[config.mk]
export PLATFORM = sky130hd
export DESIGN_NAME = spi_pixel_assembler_flat
export DESIGN_NICKNAME = d
export VERILOG_FILES = /design/src/rtl/spi_pixel_if.sv /design/src/rtl/spi_pixel_assembler.sv /design/src/flat_wrapper.sv
export SDC_FILE = /design/constraint.sdc
export NUM_CORES = 1
export LEC_CHECK = 0
export ABC_CLOCK_PERIOD_IN_PS = 5800
export BUFFER_PORTS_ARGS = -buffer_cell sky130_fd_sc_hd__buf_2
export CAP_MARGIN = 0
export CORE_ASPECT_RATIO = 1.5
export CORE_UTILIZATION = 35
export DETAILED_ROUTE_END_ITERATION = 6
export PLACE_DENSITY_LB_ADDON = 0.12
export SYNTH_ARGS = -nofsm -noshare
export SYNTH_HDL_FRONTEND = slang
export SYNTH_SLANG_ARGS = --single-unit
[constraint.sdc]
create_clock -name clk_in -period 5.8 [get_ports clk_in]
set_input_delay 0.58 -clock clk_in [delete_from_list [all_inputs] [get_ports clk_in]]
set_output_delay 0.58 -clock clk_in [all_outputs]
set_load 0.005 [all_outputs]
[src/rtl/spi_pixel_if.sv]
// Byte-in / pixel-out bundle of the SPI pixel assembler.
// The master side drives the receive bytes and CS. The slave side (the assembler) drives the pixel stream.
interface spi_pixel_if #(
    parameter int H_RES = 320,
    parameter int V_RES = 240
);
    localparam int HW = $clog2(H_RES);
    localparam int VW = $clog2(V_RES);
    localparam int AW = $clog2(H_RES * V_RES);

    logic [7:0]    byte_in;
    logic          byte_valid_in;
    logic          chip_sel_in;
    logic [15:0]   pixel_out;
    logic          pixel_valid_out;
    logic [HW-1:0] hcount_out;
    logic [VW-1:0] vcount_out;
    logic [AW-1:0] addr_out;
    logic          frame_done_out;
    logic          frame_error_out;

    modport master (
        output byte_in,
        output byte_valid_in,
        output chip_sel_in,
        input  pixel_out,
        input  pixel_valid_out,
        input  hcount_out,
        input  vcount_out,
        input  addr_out,
        input  frame_done_out,
        input  frame_error_out
    );

    modport slave (
        input  byte_in,
        input  byte_valid_in,
        input  chip_sel_in,
        output pixel_out,
        output pixel_valid_out,
        output hcount_out,
        output vcount_out,
        output addr_out,
        output frame_done_out,
        output frame_error_out
    );
endinterface

[src/rtl/spi_pixel_assembler.sv]
// Pairs quad-SPI receive bytes into RGB565 pixels and tags each pixel with its raster position.
// It also produces the linear frame-buffer address and flags short or overlong frames.
module spi_pixel_assembler #(
    parameter int H_RES = 320,
    parameter int V_RES = 240
) (
    input  logic           clk_in,
    input  logic           rst_n_in,
    spi_pixel_if.slave     bus
);
    localparam int HW = $clog2(H_RES);
    localparam int VW = $clog2(V_RES);
    localparam int AW = $clog2(H_RES * V_RES);

    localparam logic [HW-1:0] H_LAST = HW'(H_RES - 1);
    localparam logic [VW-1:0] V_LAST = VW'(V_RES - 1);

    typedef enum logic [1:0] {
        IDLE = 2'd0,
        HI   = 2'd1,
        LO   = 2'd2,
        FULL = 2'd3
    } state_t;

    state_t        state_reg, state_next;
    logic [7:0]    high_reg, high_next;

    // Position of the next pixel to be emitted
    logic [HW-1:0] hcount_reg, hcount_next;
    logic [VW-1:0] vcount_reg, vcount_next;
    logic [AW-1:0] addr_reg, addr_next;

    // Registered outputs
    logic [15:0]   pixel_reg, pixel_next;
    logic [HW-1:0] hcount_out_reg, hcount_out_next;
    logic [VW-1:0] vcount_out_reg, vcount_out_next;
    logic [AW-1:0] addr_out_reg, addr_out_next;
    logic          pixel_valid_reg, pixel_valid_next;
    logic          frame_done_reg, frame_done_next;
    logic          frame_error_reg, frame_error_next;

    logic          last_pixel;

    always_ff @(posedge clk_in) begin
        if (!rst_n_in) begin
            state_reg       <= IDLE;
            high_reg        <= '0;
            hcount_reg      <= '0;
            vcount_reg      <= '0;
            addr_reg        <= '0;
            pixel_reg       <= '0;
            hcount_out_reg  <= '0;
            vcount_out_reg  <= '0;
            addr_out_reg    <= '0;
            pixel_valid_reg <= 1'b0;
            frame_done_reg  <= 1'b0;
            frame_error_reg <= 1'b0;
        end else begin
            state_reg       <= state_next;
            high_reg        <= high_next;
            hcount_reg      <= hcount_next;
            vcount_reg      <= vcount_next;
            addr_reg        <= addr_next;
            pixel_reg       <= pixel_next;
            hcount_out_reg  <= hcount_out_next;
            vcount_out_reg  <= vcount_out_next;
            addr_out_reg    <= addr_out_next;
            pixel_valid_reg <= pixel_valid_next;
            frame_done_reg  <= frame_done_next;
            frame_error_reg <= frame_error_next;
        end
    end

    always_comb begin
        state_next       = state_reg;
        high_next        = high_reg;
        hcount_next      = hcount_reg;
        vcount_next      = vcount_reg;
        addr_next        = addr_reg;
        pixel_next       = pixel_reg;
        hcount_out_next  = hcount_out_reg;
        vcount_out_next  = vcount_out_reg;
        addr_out_next    = addr_out_reg;
        pixel_valid_next = 1'b0;
        frame_done_next  = 1'b0;
        frame_error_next = 1'b0;
        last_pixel       = (hcount_reg == H_LAST) && (vcount_reg == V_LAST);

        if (bus.chip_sel_in) begin
            // A transfer that ends mid-frame is a short frame; any byte in this cycle is ignored
            state_next       = IDLE;
            frame_error_next = (state_reg == HI) || (state_reg == LO);
        end else begin
            unique case (state_reg)
                IDLE: begin
                    state_next  = HI;
                    hcount_next = '0;
                    vcount_next = '0;
                    addr_next   = '0;
                end
                HI: begin
                    if (bus.byte_valid_in) begin
                        high_next  = bus.byte_in;
                        state_next = LO;
                    end
                end
                LO: begin
                    if (bus.byte_valid_in) begin
                        pixel_next       = {high_reg, bus.byte_in};
                        hcount_out_next  = hcount_reg;
                        vcount_out_next  = vcount_reg;
                        addr_out_next    = addr_reg;
                        pixel_valid_next = 1'b1;
                        frame_done_next  = last_pixel;
                        state_next       = last_pixel ? FULL : HI;
                        // Address advances incrementally so no multiplier is needed
                        addr_next        = addr_reg + AW'(1);
                        if (hcount_reg == H_LAST) begin
                            hcount_next = '0;
                            vcount_next = vcount_reg + VW'(1);
                        end else begin
                            hcount_next = hcount_reg + HW'(1);
                        end
                    end
                end
                FULL: begin
                    frame_error_next = bus.byte_valid_in;
                end
                default: begin
                    state_next = IDLE;
                end
            endcase
        end
    end

    assign bus.pixel_out       = pixel_reg;
    assign bus.pixel_valid_out = pixel_valid_reg;
    assign bus.hcount_out      = hcount_out_reg;
    assign bus.vcount_out      = vcount_out_reg;
    assign bus.addr_out        = addr_out_reg;
    assign bus.frame_done_out  = frame_done_reg;
    assign bus.frame_error_out = frame_error_reg;
endmodule
[src/flat_wrapper.sv]
// flat-port wrapper written by rule: the top's interface ports become plain ports
module spi_pixel_assembler_flat 
#(
    parameter int H_RES = 320,
    parameter int V_RES = 240
)
  (clk_in, rst_n_in, bus_byte_in, bus_byte_valid_in, bus_chip_sel_in, bus_pixel_out, bus_pixel_valid_out, bus_hcount_out, bus_vcount_out, bus_addr_out, bus_frame_done_out, bus_frame_error_out);
  spi_pixel_if #(.H_RES(H_RES), .V_RES(V_RES)) bus_i ();
  input  logic clk_in;
  input  logic rst_n_in;
  input wire logic [$bits(bus_i.byte_in)-1:0] bus_byte_in;
  input wire logic [$bits(bus_i.byte_valid_in)-1:0] bus_byte_valid_in;
  input wire logic [$bits(bus_i.chip_sel_in)-1:0] bus_chip_sel_in;
  output wire logic [$bits(bus_i.pixel_out)-1:0] bus_pixel_out;
  output wire logic [$bits(bus_i.pixel_valid_out)-1:0] bus_pixel_valid_out;
  output wire logic [$bits(bus_i.hcount_out)-1:0] bus_hcount_out;
  output wire logic [$bits(bus_i.vcount_out)-1:0] bus_vcount_out;
  output wire logic [$bits(bus_i.addr_out)-1:0] bus_addr_out;
  output wire logic [$bits(bus_i.frame_done_out)-1:0] bus_frame_done_out;
  output wire logic [$bits(bus_i.frame_error_out)-1:0] bus_frame_error_out;
  assign bus_i.byte_in = bus_byte_in;
  assign bus_i.byte_valid_in = bus_byte_valid_in;
  assign bus_i.chip_sel_in = bus_chip_sel_in;
  assign bus_pixel_out = bus_i.pixel_out;
  assign bus_pixel_valid_out = bus_i.pixel_valid_out;
  assign bus_hcount_out = bus_i.hcount_out;
  assign bus_vcount_out = bus_i.vcount_out;
  assign bus_addr_out = bus_i.addr_out;
  assign bus_frame_done_out = bus_i.frame_done_out;
  assign bus_frame_error_out = bus_i.frame_error_out;
  spi_pixel_assembler #(.H_RES(H_RES), .V_RES(V_RES)) u_core (.clk_in(clk_in), .rst_n_in(rst_n_in), .bus(bus_i));
endmodule
==> metrics <==
Post-CTS Setup Inserts 0; Max Slew Vio Count 0; fillers 1170; Final setup viols 0; leading area contributor after synthesis dfxtp_1; Yosys warnings 0; synthesized area per cell 8.21 um^2; # Max-Cap Violations 0; RSZ-0062 raised after global routing false; post-route ant nets 0; top cell type's share of synthesized area 49.2%; antenna violations before repair 0; PD cells 285 mW/mm^2; Pwr Total 1.33 mW; Post-DP HPWL 6320 um; GP Congestion 0.823; largest net degree at the start of global routing 72; vias per cell 4.99; CP required 6.05 ns; crit share post-route 48.5%; # hold bufs at CTS 0; clk_skew 0.00629 ns; most frequent cells in the layout nand2_1, dfxtp_1, a21oi_1, buf_2, nor2_1; clk root buf clkbuf_16; Core ar. 0.0110 mm^2; Setup WS pre-CTS 2.57 ns; final hold violation count 0; crit path time final 2.82 ns; Hold Crit Class reg -> reg; #FFs+latches synth 97; Clk Latency, worst-skew pair 0.34 ns; DRC 0; layout cells sized above 1 16.3%; Netlist cell types 44; Post-Layout Cell Count 682; crit path launch type input port; Syn-to-layout area delta 18.2%; leading cell type in the layout, fill and taps excluded nand2_1; antenna cells 0; vias in the first global route 3225; Max IR drop VDD 0.141 mV; Worst Setup End Kind register; static power due to leakage 1.67 nW; Synth Instances 481; final worst slack 2.98 ns; share of flip-flops with an asynchronous set or reset 0%; dominant synthesized flop cell dfxtp_1; I/O pin total 65; worst setup path class in -> reg; Post-Syn Area 0.00395 mm^2; Die X 88.7 um; Post-Syn Nets 501; Row Count 47; GR Util All Layers 17.0%; drt initial violations 118; Worst-path clk slew 0.06 ns; wire per inst 13.5 um; # port buffers 64; Worst-Margin Slew 1.23 ns; crit-path max FO 34; Layout Nets 550; status complete, no violations; clock sink count 97; number of flops mapped to enable cells by yosys 0; First-pass DRT Iterations 4; Die Height 132 um; Clock Path Buffers 2; worst rel slew slack 18.1%; Final TNS setup 0 ns; total number of vias 3402; maximum clock frequency 355 MHz; Die Footprint 0.0117 mm^2; Initial Util 35.9%; sequential share of the synthesized area 49.2%; final WL 9180 um; Worst Path Arrival 3.07 ns; total global routing overflow 0; first-pass GRT wire length 15500 um; dpl cells 666; H-tree depth 3; synth top area cells dfxtp_1, nand2_1, a21oi_1; cts repair resizes 0; cts bufs inserted 9; TritonCTS clock tree yes
==> per-layer routing <==
metal / wire length (um) / part of all wire [%] / track usage, % / up-vias
li1: - / - / - / 1753
met4: 172 / 1.9 / 6.63 / 0
met3: 283 / 3.1 / 3.13 / 12
met5: 0 / 0 / 0 / -
met2: 4660 / 51 / 28.8 / 50
met1: 4070 / 44 / 20.8 / 1587
==> metrics by stage <==
step	cell area (um^2)	hold WS [ns]	utilization, %
after floorplan	3950	0.432	-
after global placement	4360	0.441	39.6
after detailed placement	4360	0.444	39.6
after CTS	4670	0.453	42.4
after global routing	4670	0.469	42.4
final	4670	0.448	42.4
==> report_power, final <==
part | internal (mW) | total, mW | switching, mW
Sequential | 0.668 | 0.669 | 0.00137
Combinational | 0.0102 | 0.0402 | 0.0300
Clock | 0.375 | 0.622 | 0.247
Total | 1.05 | 1.33 | 0.278
==> area by class of cell <==
cell class	instances	area, um^2	area share [%]
inverter	10	37.5	0.804
multi-input combinational	343	1830	39.3
sequential	97	1940	41.6
tap	147	184	3.94
clock buffer	10	229	4.91
clock inverter	6	82.6	1.77
timing repair buffer	69	358	7.67
==> Yosys cell counts, drive strengths merged, types with 2 or more instances <==
library cell / number
nand2: 119
dfxtp: 97
a21oi: 71
clkbuf: 28
nor2: 26
nand3: 19
xnor2: 14
or4: 10
inv: 9
ha: 8
nand4: 6
nor4: 6
o21ai: 6
o31ai: 6
or3: 6
nor3: 5
nor4b: 4
a22oi: 3
buf: 3
nand3b: 3
nor2b: 3
nor3b: 3
o211ai: 3
a2111oi: 2
and3: 2
mux2i: 2
o311ai: 2
or2: 2
or4b: 2
==> path summary, 6_finish.rpt <==
kind	from	endpoint	slack (ns)	cells past startpoint
setup / recovery	bus_chip_sel_in	u_core.hcount_reg[8]	2.98	6
hold / removal	u_core.bus.hcount_out[3]	u_core.bus.hcount_out[3]	0.45	2
setup reg to reg	u_core.state_reg[0]	u_core.hcount_reg[8]	3.23	6
hold reg to reg	u_core.bus.hcount_out[3]	u_core.bus.hcount_out[3]	0.45	2
==> kinds of logic (layout without fill, tap and decap cells) <==
kind of cell	Yosys count	in the layout	synth area share, %
buffers and inverters	41	95	4.37
XOR/XNOR	15	15	3.33
AO/OA/AOI/OAI	97	97	13.7
adder cells (fa/ha/maj)	8	8	2.53
AND/OR/NAND/NOR	221	221	26.4
flip-flops	97	97	49.2
multiplexers	2	2	0.507
==> worst max-delay path: stages <==
cell      delay (ns)
buf_2           0.20
nor2b_1         0.55
and2_1          1.05
buf_4           0.40
a21oi_1         0.07
a211oi_1        0.22
(Power assumes the default switching activity.)
